$ cat config.mk
export PLATFORM = sky130hd
export DESIGN_NAME = jk_bank_arbiter_flat
export DESIGN_NICKNAME = d
export VERILOG_FILES = /design/src/rtl/jk_bank_arbiter_pkg.sv /design/src/rtl/jk_bank_arbiter_if.sv /design/src/rtl/jk_bank_arbiter_jk_bank.sv /design/src/rtl/jk_bank_arbiter.sv /design/src/flat_wrapper.sv
export SDC_FILE = /design/constraint.sdc
export NUM_CORES = 1
export LEC_CHECK = 0
export CORE_UTILIZATION = 38
export DETAILED_ROUTE_END_ITERATION = 8
export GPL_TIMING_DRIVEN = 0
export PLACE_DENSITY = 0.84
export SLEW_MARGIN = 30
export SYNTH_ARGS = -nofsm -noshare
export SYNTH_HDL_FRONTEND = slang
export SYNTH_SLANG_ARGS = --single-unit
$ cat constraint.sdc
create_clock -name clk -period 2 [get_ports clk]
set_clock_uncertainty 0.1 [all_clocks]
set_input_delay 0.5 -clock clk [delete_from_list [all_inputs] [get_ports clk]]
set_output_delay 0.5 -clock clk [all_outputs]
set_load 0.01 [all_outputs]
$ cat src/rtl/jk_bank_arbiter_pkg.sv
// Shared types for the JK bank arbiter: operation encoding and FSM states.
package jk_ctrl_pkg;

  typedef enum logic [1:0] {
    OP_HOLD = 2'b00,
    OP_CLR  = 2'b01,
    OP_SET  = 2'b10,
    OP_TOG  = 2'b11
  } jk_op_t;

  typedef enum logic [1:0] {
    S_IDLE  = 2'b00,
    S_APPLY = 2'b01,
    S_RESP  = 2'b10
  } arb_state_t;

endpackage

$ cat src/rtl/jk_bank_arbiter_if.sv
// Request/response bus between command sources and the JK bank arbiter.
interface jk_bank_arbiter_if #(
  parameter int NREQ  = 4,
  parameter int WIDTH = 8,
  parameter int CNTW  = 4
);
  localparam int IDW = (NREQ > 1) ? $clog2(NREQ) : 1;

  logic [NREQ-1:0]       req_valid;
  logic [NREQ-1:0]       req_ready;
  logic [NREQ*2-1:0]     req_op;
  logic [NREQ*WIDTH-1:0] req_mask;
  logic [NREQ*CNTW-1:0]  req_rpt;
  logic                  rsp_valid;
  logic [IDW-1:0]        rsp_id;
  logic [WIDTH-1:0]      rsp_q;

  modport master (
    output req_valid, req_op, req_mask, req_rpt,
    input  req_ready, rsp_valid, rsp_id, rsp_q
  );

  modport slave (
    input  req_valid, req_op, req_mask, req_rpt,
    output req_ready, rsp_valid, rsp_id, rsp_q
  );
endinterface

$ cat src/rtl/jk_bank_arbiter_jk_bank.sv
// Bank of WIDTH JK flip-flops with synchronous clear; qbar is kept as its own register.
module jk_bank #(
  parameter int WIDTH = 8
) (
  input  logic             clk,
  input  logic             rst,
  input  logic [WIDTH-1:0] j,
  input  logic [WIDTH-1:0] k,
  output logic [WIDTH-1:0] q,
  output logic [WIDTH-1:0] qbar
);
  logic [WIDTH-1:0] q_next_s;

  // JK characteristic equation: q+ = j&~q | ~k&q
  always_comb begin
    q_next_s = (j & ~q) | (~k & q);
  end

  // Storage update for the bank and its complement
  always_ff @(posedge clk) begin
    if (rst) begin
      q    <= '0;
      qbar <= '1;
    end else begin
      q    <= q_next_s;
      qbar <= ~q_next_s;
    end
  end
endmodule

$ cat src/rtl/jk_bank_arbiter.sv
// Round-robin arbiter that applies one requester's JK op to a shared bank rpt+1 times, then responds.
module jk_bank_arbiter
  import jk_ctrl_pkg::*;
#(
  parameter int NREQ  = 4,
  parameter int WIDTH = 8,
  parameter int CNTW  = 4
) (
  input  logic               clk,
  input  logic               rst,
  jk_bank_arbiter_if.slave   bus,
  output logic [WIDTH-1:0]   q,
  output logic [WIDTH-1:0]   qbar,
  output logic               busy
);
  localparam int IDW = (NREQ > 1) ? $clog2(NREQ) : 1;

  arb_state_t        state_r;
  arb_state_t        state_s;
  logic [IDW-1:0]    rr_ptr_r;
  jk_op_t            op_r;
  logic [WIDTH-1:0]  mask_r;
  logic [CNTW-1:0]   cnt_r;
  logic [IDW-1:0]    id_r;
  logic              grant_found_s;
  logic [IDW-1:0]    grant_idx_s;
  logic              handshake_s;
  logic [WIDTH-1:0]  j_s;
  logic [WIDTH-1:0]  k_s;

  // First valid requester at or after rr_ptr, wrapping modulo NREQ
  always_comb begin
    grant_found_s = 1'b0;
    grant_idx_s   = '0;
    for (int i = 0; i < NREQ; i++) begin
      int             cand;
      logic [IDW-1:0] cand_idx;
      cand     = int'(rr_ptr_r) + i;
      cand     = (cand >= NREQ) ? (cand - NREQ) : cand;
      cand_idx = IDW'(cand);
      if (!grant_found_s && bus.req_valid[cand_idx]) begin
        grant_found_s = 1'b1;
        grant_idx_s   = cand_idx;
      end else begin
        grant_found_s = grant_found_s;
        grant_idx_s   = grant_idx_s;
      end
    end
  end

  assign handshake_s = (state_r == S_IDLE) && grant_found_s;

  // FSM state register
  always_ff @(posedge clk) begin
    if (rst) begin
      state_r <= S_IDLE;
    end else begin
      state_r <= state_s;
    end
  end

  // FSM next-state logic
  always_comb begin
    state_s = state_r;
    case (state_r)
      S_IDLE: begin
        if (handshake_s) state_s = S_APPLY;
        else             state_s = S_IDLE;
      end
      S_APPLY: begin
        if (cnt_r == CNTW'(0)) state_s = S_RESP;
        else                   state_s = S_APPLY;
      end
      S_RESP:  state_s = S_IDLE;
      default: state_s = S_IDLE;
    endcase
  end

  // FSM outputs: grant, bank drive and response
  always_comb begin
    bus.req_ready = '0;
    j_s           = '0;
    k_s           = '0;
    bus.rsp_valid = 1'b0;
    bus.rsp_id    = '0;
    bus.rsp_q     = '0;
    busy          = 1'b1;
    case (state_r)
      S_IDLE: begin
        busy                       = 1'b0;
        bus.req_ready[grant_idx_s] = grant_found_s;
      end
      S_APPLY: begin
        j_s = op_r[1] ? mask_r : '0;
        k_s = op_r[0] ? mask_r : '0;
      end
      S_RESP: begin
        bus.rsp_valid = 1'b1;
        bus.rsp_id    = id_r;
        bus.rsp_q     = q;
      end
      default: begin
        busy = 1'b0;
      end
    endcase
  end

  // Command latch, repeat counter and rotation pointer
  always_ff @(posedge clk) begin
    if (rst) begin
      rr_ptr_r <= '0;
      op_r     <= OP_HOLD;
      mask_r   <= '0;
      cnt_r    <= '0;
      id_r     <= '0;
    end else begin
      case (state_r)
        S_IDLE: begin
          if (handshake_s) begin
            op_r     <= jk_op_t'(bus.req_op[int'(grant_idx_s)*2 +: 2]);
            mask_r   <= bus.req_mask[int'(grant_idx_s)*WIDTH +: WIDTH];
            cnt_r    <= bus.req_rpt[int'(grant_idx_s)*CNTW +: CNTW];
            id_r     <= grant_idx_s;
            rr_ptr_r <= (grant_idx_s == IDW'(NREQ-1)) ? IDW'(0) : grant_idx_s + IDW'(1);
          end else begin
            rr_ptr_r <= rr_ptr_r;
          end
        end
        S_APPLY: begin
          if (cnt_r != CNTW'(0)) cnt_r <= cnt_r - CNTW'(1);
          else                   cnt_r <= cnt_r;
        end
        default: begin
          cnt_r <= cnt_r;
        end
      endcase
    end
  end

  jk_bank #(.WIDTH(WIDTH)) u_bank (
    .clk  (clk),
    .rst  (rst),
    .j    (j_s),
    .k    (k_s),
    .q    (q),
    .qbar (qbar)
  );
endmodule

$ cat src/flat_wrapper.sv
// flat-port wrapper written by rule: the top's interface ports become plain ports
module jk_bank_arbiter_flat import jk_ctrl_pkg::*;
#(
  parameter int NREQ  = 4,
  parameter int WIDTH = 8,
  parameter int CNTW  = 4
)
  (clk, rst, q, qbar, busy, bus_req_valid, bus_req_op, bus_req_mask, bus_req_rpt, bus_req_ready, bus_rsp_valid, bus_rsp_id, bus_rsp_q);
  jk_bank_arbiter_if #(.NREQ(NREQ), .WIDTH(WIDTH), .CNTW(CNTW)) bus_i ();
  input  logic clk;
  input  logic rst;
  output logic [WIDTH-1:0] q;
  output logic [WIDTH-1:0] qbar;
  output logic busy;
  input wire logic [$bits(bus_i.req_valid)-1:0] bus_req_valid;
  input wire logic [$bits(bus_i.req_op)-1:0] bus_req_op;
  input wire logic [$bits(bus_i.req_mask)-1:0] bus_req_mask;
  input wire logic [$bits(bus_i.req_rpt)-1:0] bus_req_rpt;
  output wire logic [$bits(bus_i.req_ready)-1:0] bus_req_ready;
  output wire logic [$bits(bus_i.rsp_valid)-1:0] bus_rsp_valid;
  output wire logic [$bits(bus_i.rsp_id)-1:0] bus_rsp_id;
  output wire logic [$bits(bus_i.rsp_q)-1:0] bus_rsp_q;
  assign bus_i.req_valid = bus_req_valid;
  assign bus_i.req_op = bus_req_op;
  assign bus_i.req_mask = bus_req_mask;
  assign bus_i.req_rpt = bus_req_rpt;
  assign bus_req_ready = bus_i.req_ready;
  assign bus_rsp_valid = bus_i.rsp_valid;
  assign bus_rsp_id = bus_i.rsp_id;
  assign bus_rsp_q = bus_i.rsp_q;
  jk_bank_arbiter #(.NREQ(NREQ), .WIDTH(WIDTH), .CNTW(CNTW)) u_core (.clk(clk), .rst(rst), .bus(bus_i), .q(q), .qbar(qbar), .busy(busy));
endmodule
==> results of run 1 <==
## what timing repair did
item | CTS | global route
pin swaps | 14 | 9
resized for setup | 62 | 38
buffers inserted | 12 | 9
hold buffers | 0 | 0
setup endpoints to repair | 33 | 29
## metrics by stage
step	hold slack (ns)	setup TNS, ns	instances	worst slack [ns]
final	0.361	-1.37	452	-0.396
after CTS	0.364	-4.22	445	-0.326
after global placement	0.339	-16.17	425	-1.31
after detailed placement	0.352	-17.33	425	-1.36
after global routing	0.383	-1.85	452	-0.444
after floorplan	0.332	-0.126	261	-0.102
## cells in the final DEF, fill, tap and decap left out, types with 3 or more instances in the layout
master and instances:
a211oi_1 18, nand2b_1 5, a21o_1 5, ha_4 3
clkbuf_2 3, o31ai_1 12, buf_4 21, and2_1 12
a21boi_0 3, nor2_1 6, nand3b_1 18, dlymetal6s2s_1 11
buf_6 6, dfxtp_1 33, nand2_1 24, inv_1 11
clkbuf_1 7, nand3_1 3, clkbuf_8 5, clkdlybuf4s50_1 73
buf_2 4, nor3b_1 20, inv_2 3, a21oi_1 13
## kinds of logic after synthesis
kind of cell    synth area share
compound gates             0.268
xor+xnor                 0.00406
fa+ha+maj                 0.0290
buf+inv                   0.0691
flops                      0.334
mux                      0.00464
simple gates               0.291
## final cells by class
type                            count  area [um^2]  area share
Tap cell                           72         90.1      0.0242
Timing Repair Buffer              113         1110       0.298
Clock buffer                        5         68.8      0.0185
Sequential cell                    36          729       0.196
Buffer                             17          106      0.0285
Clock inverter                      3         42.5      0.0114
Multi-Input combinational cell    190         1510       0.405
Inverter                           16         70.1      0.0188
## registers in the layout (all words and copies together) (netlist names)
| signal | flops |
|---|---|
| u_core.state_r | 2 |
| u_core.u_bank.q | 8 |
| u_core.cnt_r | 4 |
| u_core.u_bank.qbar | 8 |
| u_core.op_r | 2 |
| u_core.rr_ptr_r | 2 |
| u_core.mask_r | 8 |
| u_core.id_r | 2 |
## final timing paths
kind                      startpoint                to  cells past startpoint
setup / recovery    bus_req_valid[1]  bus_req_ready[3]                      9
hold / removal        u_core.id_r[0]    u_core.id_r[0]                      2
setup reg to reg  u_core.rr_ptr_r[1]   u_core.cnt_r[2]                      9
hold reg to reg       u_core.id_r[0]    u_core.id_r[0]                      2
## report_power, final
part           switching (uW)  internal (uW)  total (uW)
clock                     263            369         631
combinational            1050            976        2030
sequential                150            890        1040
total                    1460           2230        3700
## critical path, stage by stage
cell      delay, ns
buf_4          0.13
inv_2          0.08
a311oi_4       0.33
or2_1          0.18
buf_6          0.14
inv_8          0.04
ha_4           0.14
and2_4         0.14
buf_6          0.11
## layer usage
layer / part of all wire / up-vias / track usage
li1: - / 1180 / -
met1: 0.42 / 1183 / 0.297
met2: 0.51 / 100 / 0.399
met3: 0.051 / 14 / 0.0405
met4: 0.020 / 0 / 0.0755
met5: 0 / - / 0
==> results.sh, run 1 <==
export IMPL_worstSetupPathType="primary input to primary output"
export IMPL_synth_seq_cells=36
export IMPL_grt_pass1_vias=2368
export IMPL_synthTopCellsByArea="dfxtp_1, a211oi_1, nor3b_1"
export IMPL_ioPinCount=94
export IMPL_drive_gt1_frac=0.216
export IMPL_worst_ep_required_time_ns=1.40
export IMPL_setup_violations=6
export IMPL_port_buffers=92
export IMPL_start_kind="primary input"
export IMPL_relSlewSlack=0.531
export IMPL_antenna_found_initial=0
export IMPL_violations="setup timing"
export IMPL_htree_levels=2
export IMPL_cts_buffers=5
export IMPL_ir_drop_v=0.000667
export IMPL_syn_nets=328
export IMPL_vias_per_cell=5.48
export IMPL_yosysWarnings=0
export IMPL_num_vias=2477
export IMPL_postPlaceCellArea_um2=3230
export IMPL_outcome="finished, violations left"
export IMPL_hold_viol=0
export IMPL_power_uw=3700
export IMPL_insertedDiodeCount=0
export IMPL_post_route_util=0.681
export IMPL_drt_total_wl_um=7250
export IMPL_cts_clk_slew_worst_paths_ns=0.07
export IMPL_synth_edff_count=0
export IMPL_grt_max_degree=13
export IMPL_ys_seq_area_frac=0.334
export IMPL_core_um2=5470
export IMPL_gp_congestion=0.855
export IMPL_syn_area_um2=2160
export IMPL_power_leakage_uw=0.00156
export IMPL_crit_arrival_ns=1.80
export IMPL_die_w_um=77.3
export IMPL_area_growth_pct=72.9
export IMPL_grt_pass1_wl_um=11200
export IMPL_syn_avg_cell_area_um2=8.26
export IMPL_design_area_um2=3730
export IMPL_die_y_um=77.3
export IMPL_drc=0
export IMPL_cp_end_kind="primary output"
export IMPL_power_density_nw_per_um2=992
export IMPL_num_rows=27
export IMPL_antenna_left=0
export IMPL_start_util=0.394
export IMPL_wire_per_inst_um=16.0
export IMPL_layout_nets=446
export IMPL_fillers=418
export IMPL_worstMarginPinSlew_ns=0.703
export IMPL_clk_latency_ns=0.29
export IMPL_fmax_mhz=417
export IMPL_cts_root_buf="clkbuf_8"
export IMPL_ys_flop_type="dfxtp_1"
export IMPL_cp_max_fo=6
export IMPL_synth_area_leader_cell="dfxtp_1"
export IMPL_dr_first_iter_drc_count=133
export IMPL_dr_pass1_iters=4
export IMPL_ys_async_sr_fraction=0
export IMPL_grt_usage=0.234
export IMPL_min_period_ns=2.40
export IMPL_ys_types=47
export IMPL_hp_class="register to register"
export IMPL_synth_top_area_frac=0.334
export IMPL_grt_setup_unrepaired="yes"
export IMPL_die_area_um2=5980
export IMPL_worst_slack_ns=-0.396
export IMPL_clk_path_buf_depth=2
export IMPL_fin_crit_sh=1.20
export IMPL_synth_commonest_cells="dfxtp_1, nand2_1, a211oi_1, nor3b_1, nand3b_1"
export IMPL_grt_overflow=0
export IMPL_synth_most_common_cell="dfxtp_1"
export IMPL_r2r_slack_ns=0.01
export IMPL_netlist_instances=261
export IMPL_cts_tree="built"
export IMPL_drv_slew=0
export IMPL_max_cap_violations=0
export IMPL_hpwl_um=4920
export IMPL_clock_sinks=36
Note: power is estimated with default switching activity, not from simulation.
==> run 2: changes to the inputs <==
Settings changed: CORE_UTILIZATION 38 to 42, PLACE_DENSITY 0.84 to 0.88.
Clock period 2 ns to 2.5 ns, I/O delays scaled along.
==> run 2 against run 1 <==
  * The flow still finishes with violations (setup timing)
  * First-iteration DRC count is 41% higher
  * Sequential power decreased by 20%
  * Core utilization increased by 5.5 points
  * Via count down 1.7%
  * Sequential share of layout area grew 0.96 points
  * Clock-buffer cell count did not move
  * Critical path type unchanged
  * Cell area down 4.8%
  * Critical path depth unchanged
  * Clock power decreased by 33%
  * Flip-flop and latch count did not move
  * Non-clock buffer count decreased by 1
  * Setup slack better by 0.33 ns
==> results.sh, run 2 (synthesis gave the netlist of run 1 again) <==
export IMPL_outcome="finished, violations left"
export IMPL_violations="setup timing"
export IMPL_drt_total_wl_um=6890
export IMPL_die_w_um=73.6
export IMPL_worst_ep_required_time_ns=1.77
export IMPL_dp_slack_ns=-1.37
export IMPL_ir_drop_v=0.000388
export IMPL_cp_max_fo=5
export IMPL_htree_levels=2
export IMPL_antenna_found_initial=0
export IMPL_grt_setup_unrepaired="yes"
export IMPL_area_growth_pct=64.5
export IMPL_start_util=0.448
export IMPL_power_leakage_uw=0.00130
export IMPL_drc=0
export IMPL_grt_pass1_wl_um=11000
export IMPL_cts_tree="built"
export IMPL_gp_congestion=0.851
export IMPL_holdWs_ns=0.361
export IMPL_die_area_um2=5420
export IMPL_cts_clk_slew_worst_paths_ns=0.08
export IMPL_grt_usage=0.268
export IMPL_power_density_nw_per_um2=764
export IMPL_port_buffers=92
export IMPL_worstMarginPinSlew_ns=0.531
export IMPL_setup_violations=2
export IMPL_grt_max_degree=13
export IMPL_post_route_util=0.736
export IMPL_path_cells="buf_12 > nor2b_4 > a311oi_4 > or2_1 > buf_6 > inv_8 > ha_4 > and2_4 > buf_6"
export IMPL_cts_hold_repair_buffers=0
export IMPL_dr_pass1_iters=4
export IMPL_die_y_um=73.6
export IMPL_num_vias=2434
export IMPL_r2r_slack_ns=0.37
export IMPL_max_stage_delay_ns=0.23
export IMPL_fmax_mhz=389
export IMPL_layout_nets=445
export IMPL_grt_overflow=0
export IMPL_worstSetupPathType="primary input to primary output"
export IMPL_worst_slack_ns=-0.0697
export IMPL_insertedDiodeCount=0
export IMPL_hold_viol=0
export IMPL_vias_per_cell=5.46
export IMPL_grt_pass1_vias=2269
export IMPL_relSlewSlack=0.637
export IMPL_cts_buffers=5
export IMPL_cpMaxStageDelayCell="a311oi_4"
export IMPL_hp_class="register to register"
export IMPL_drive_gt1_frac=0.164
export IMPL_drv_slew=0
export IMPL_cp_common_cell="buf_6"
export IMPL_clk_path_buf_depth=2
export IMPL_ioPinCount=94
export IMPL_layout_commonest_cell="clkdlybuf4s50_1"
export IMPL_clock_sinks=36
export IMPL_crit_arrival_ns=1.84
export IMPL_core_um2=4820
export IMPL_fin_crit_sh=1.03
export IMPL_cp_end_kind="primary output"
export IMPL_reg_top3="u_core.mask_r (8), u_core.u_bank.q (8), u_core.u_bank.qbar (8)"
export IMPL_num_rows=25
export IMPL_start_kind="primary input"
export IMPL_dr_first_iter_drc_count=188
export IMPL_mostFrequentLayoutCells="clkdlybuf4s50_1, dfxtp_1, nand2_1"
export IMPL_antenna_left=0
export IMPL_min_period_ns=2.57
export IMPL_cts_root_buf="clkbuf_8"
export IMPL_max_cap_violations=0
export IMPL_clk_latency_ns=0.31
export IMPL_hpwl_um=4790
export IMPL_wire_per_inst_um=15.5
[run 2: changes by cell type in the layout (fill, tap and decap cells not counted), sizes merged, moves of 2 or more]
cell           change
clkdlybuf4s50     +12
clkinv             +2
clkbuf             +2
dlymetal6s2s      -11
buf                -3
[run 2: power by group]
part / switching (uW) / internal, uW / total [uW]
Combinational: 758 / 694 / 1450
Sequential: 124 / 711 / 835
Clock: 229 / 194 / 423
Total: 1110 / 1600 / 2710
[run 2: layout make-up]
class,instances,area (um^2)
clock buffer,5,68.8
timing repair buffer,110,1060
multi-input combinational,190,1410
buffer,19,106
fill,357,1270
sequential,36,728
tap,67,83.8
clock inverter,3,18.8
inverter,16,70.1
[run 2: repair_timing]
item	CTS	global route
endpoints found under the hold margin	0	0
pin swaps	8	4
endpoints found under the setup margin	25	4
buffers inserted	11	8
gates resized for setup	67	9
[run 2: path summary, 6_finish.rpt]
check	startpoint	endpoint	cells past startpoint
setup / recovery	bus_req_valid[2]	bus_req_ready[3]	9
setup reg to reg	u_core.rr_ptr_r[1]	u_core.mask_r[5]	7
hold reg to reg	u_core.id_r[0]	u_core.id_r[0]	2
hold / removal	u_core.id_r[0]	u_core.id_r[0]	2
[run 2: through the flow]
stage	power, uW	area, um^2	instances	setup TNS, ns
after global routing	2870	3550	446	-0.292
after detailed placement	1990	3160	420	-11.38
after floorplan	1570	2160	261	0
after global placement	1950	3160	420	-10.29
final	2710	3550	446	-0.0909
after CTS	2570	3440	438	-0.113
[run 2: per-layer routing]
metal	wire length (um)	GRT usage
met3	459	0.0576
met1	2920	0.328
met5	0	0
met4	150	0.100
met2	3370	0.459
[run 2: worst max-delay path: cells and delay by family]
family | cells | cell delay (ns)
buf+inv | 4 | 0.41
compound gates | 1 | 0.23
simple gates | 3 | 0.43
fa+ha+maj | 1 | 0.14
==> run 3: changes to the inputs <==
Settings changed: CORE_MARGIN set to 3.
==> run 3 against run 2 <==
  * The flow still finishes with violations (setup timing)
  * Sequential power rose by 0.7%
  * Fmax shrank 2.2%
  * Register-to-register slack worse by 0.04 ns
  * Die area grew 11%
  * Hold slack worse by 0.0087 ns
  * Non-clock buffer count down 4
  * Cell area fell by 0.42%
  * Setup slack got worse by 0.057 ns
  * Combinational power decreased by 3%
  * Clock-buffer cell count unchanged
  * Clock power rose by 21%
  * Core utilization fell by 0.78 points
  * Critical path type unchanged
  * Largest power group unchanged
  * Highest routed layer unchanged
==> results.sh, run 3 (synthesis gave the netlist of run 1 again) <==
export IMPL_grt_pass1_wl_um=11200
export IMPL_cts_root_buf="clkbuf_8"
export IMPL_cts_clk_slew_worst_paths_ns=0.07
export IMPL_clk_path_buf_depth=2
export IMPL_cts_hold_repair_buffers=0
export IMPL_holdWs_ns=0.353
export IMPL_p_sw_frac=0.399
export IMPL_power_uw=2760
export IMPL_cts_tree="built"
export IMPL_fin_crit_sh=1.05
export IMPL_clk_latency_ns=0.29
export IMPL_gp_congestion=0.874
export IMPL_reg_top3="u_core.mask_r (8), u_core.u_bank.q (8), u_core.u_bank.qbar (8)"
export IMPL_dr_first_iter_drc_count=117
export IMPL_grt_max_degree=13
export IMPL_worst_slack_ns=-0.127
export IMPL_die_area_um2=6030
export IMPL_worstSetupPathType="primary input to primary output"
export IMPL_cts_buffers=5
export IMPL_cp_common_cell="buf_6"
export IMPL_relSlewSlack=0.670
export IMPL_p_seq_frac=0.304
export IMPL_vias_per_cell=5.55
export IMPL_violations="setup timing"
export IMPL_mostFrequentLayoutCells="clkdlybuf4s50_1, dfxtp_1, nand2_1"
export IMPL_grt_setup_unrepaired="yes"
export IMPL_drive_gt1_frac=0.155
export IMPL_grt_overflow=0
export IMPL_postPlaceCellArea_um2=3160
export IMPL_hold_viol=0
export IMPL_combPwrFrac=0.510
export IMPL_grt_pass1_vias=2381
export IMPL_fin_tns_setup_ns=-0.146
export IMPL_worst_ep_required_time_ns=1.77
export IMPL_area_growth_pct=63.8
export IMPL_crit_arrival_ns=1.90
export IMPL_layout_nets=441
export IMPL_cp_max_fo=5
export IMPL_p_int_uw=1660
export IMPL_outcome="finished, violations left"
export IMPL_start_util=0.445
export IMPL_grt_usage=0.232
export IMPL_fmax_mhz=381
export IMPL_worstMarginPinSlew_ns=0.483
export IMPL_hp_class="register to register"
export IMPL_power_leakage_uw=0.00129
export IMPL_antenna_left=0
export IMPL_die_y_um=77.6
export IMPL_dr_pass1_iters=5
export IMPL_wire_per_inst_um=15.9
export IMPL_die_w_um=77.6
export IMPL_core_um2=4850
export IMPL_min_period_ns=2.63
export IMPL_power_density_nw_per_um2=782
export IMPL_hpwl_um=4870
export IMPL_drv_slew=0
export IMPL_max_stage_delay_ns=0.27
export IMPL_ioPinCount=94
export IMPL_layout_commonest_cell="clkdlybuf4s50_1"
export IMPL_port_buffers=92
export IMPL_num_vias=2452
export IMPL_max_cap_violations=0
export IMPL_num_rows=25
export IMPL_htree_levels=2
export IMPL_path_cells="buf_12 > nor2b_4 > a311oi_4 > or2_1 > buf_6 > inv_8 > ha_4 > and2_4 > buf_6"
export IMPL_r2r_slack_ns=0.33
export IMPL_antenna_found_initial=0
export IMPL_ir_drop_v=0.000413
export IMPL_cp_end_kind="primary output"
export IMPL_insertedDiodeCount=0
export IMPL_p_sw_uw=1100
export IMPL_clockPowerShare=0.186
export IMPL_design_area_um2=3530
export IMPL_cpMaxStageDelayCell="a311oi_4"
export IMPL_start_kind="primary input"
export IMPL_clock_sinks=36
export IMPL_drc=0
export IMPL_setup_violations=2
export IMPL_fillers=341
export IMPL_drt_total_wl_um=7030
run 3: through the flow:
| stage | worst slack (ns) | instances | utilization |
|---|---|---|---|
| after floorplan | 0.0490 | 261 | - |
| after global placement | -1.26 | 420 | 0.652 |
| after detailed placement | -1.31 | 420 | 0.652 |
| after CTS | -0.0609 | 440 | 0.719 |
| after global routing | -0.151 | 442 | 0.729 |
| final | -0.127 | 442 | 0.729 |
run 3: worst paths after layout:
check | startpoint | to | cells after the start
max | bus_req_valid[2] | bus_req_ready[3] | 9
max reg2reg | u_core.rr_ptr_r[1] | u_core.mask_r[7] | 8
min reg2reg | u_core.id_r[0] | u_core.id_r[0] | 2
min | u_core.id_r[0] | u_core.id_r[0] | 2
run 3: critical path: cells and delay by family:
kind	cells	cell delay (ns)
and+or+nand+nor	3	0.44
buffers and inverters	4	0.40
AOI/OAI and AO/OA	1	0.27
adders and majority gates	1	0.14
run 3: power groups by stage:
stage	logic [uW]	registers [uW]	clock network, uW
after detailed placement	1150	827	0
after global routing	1520	858	547
after floorplan	771	799	0
after CTS	1330	829	513
final	1410	841	513
after global placement	1120	818	0
run 3: metal layers:
layer,GRT usage,up-vias,share of wire
li1,-,1173,-
met1,0.269,1139,0.40
met2,0.402,121,0.50
met3,0.0673,19,0.080
met4,0.0872,0,0.018
met5,0,-,0
run 3: layout make-up:
cell class	count	area, um^2	area share
sequential	36	728	0.206
multi-input combinational	190	1400	0.395
buffer	19	106	0.0301
clock buffer	5	68.8	0.0195
tap	67	83.8	0.0237
clock inverter	3	42.5	0.0120
inverter	16	70.1	0.0198
timing repair buffer	106	1040	0.294
run 3: repair_timing:
item / 4_1_cts / 5_1_grt
setup buffers: 12 / 2
gates resized for setup: 67 / 6
pin swaps: 8 / 3
setup endpoints to repair: 23 / 4
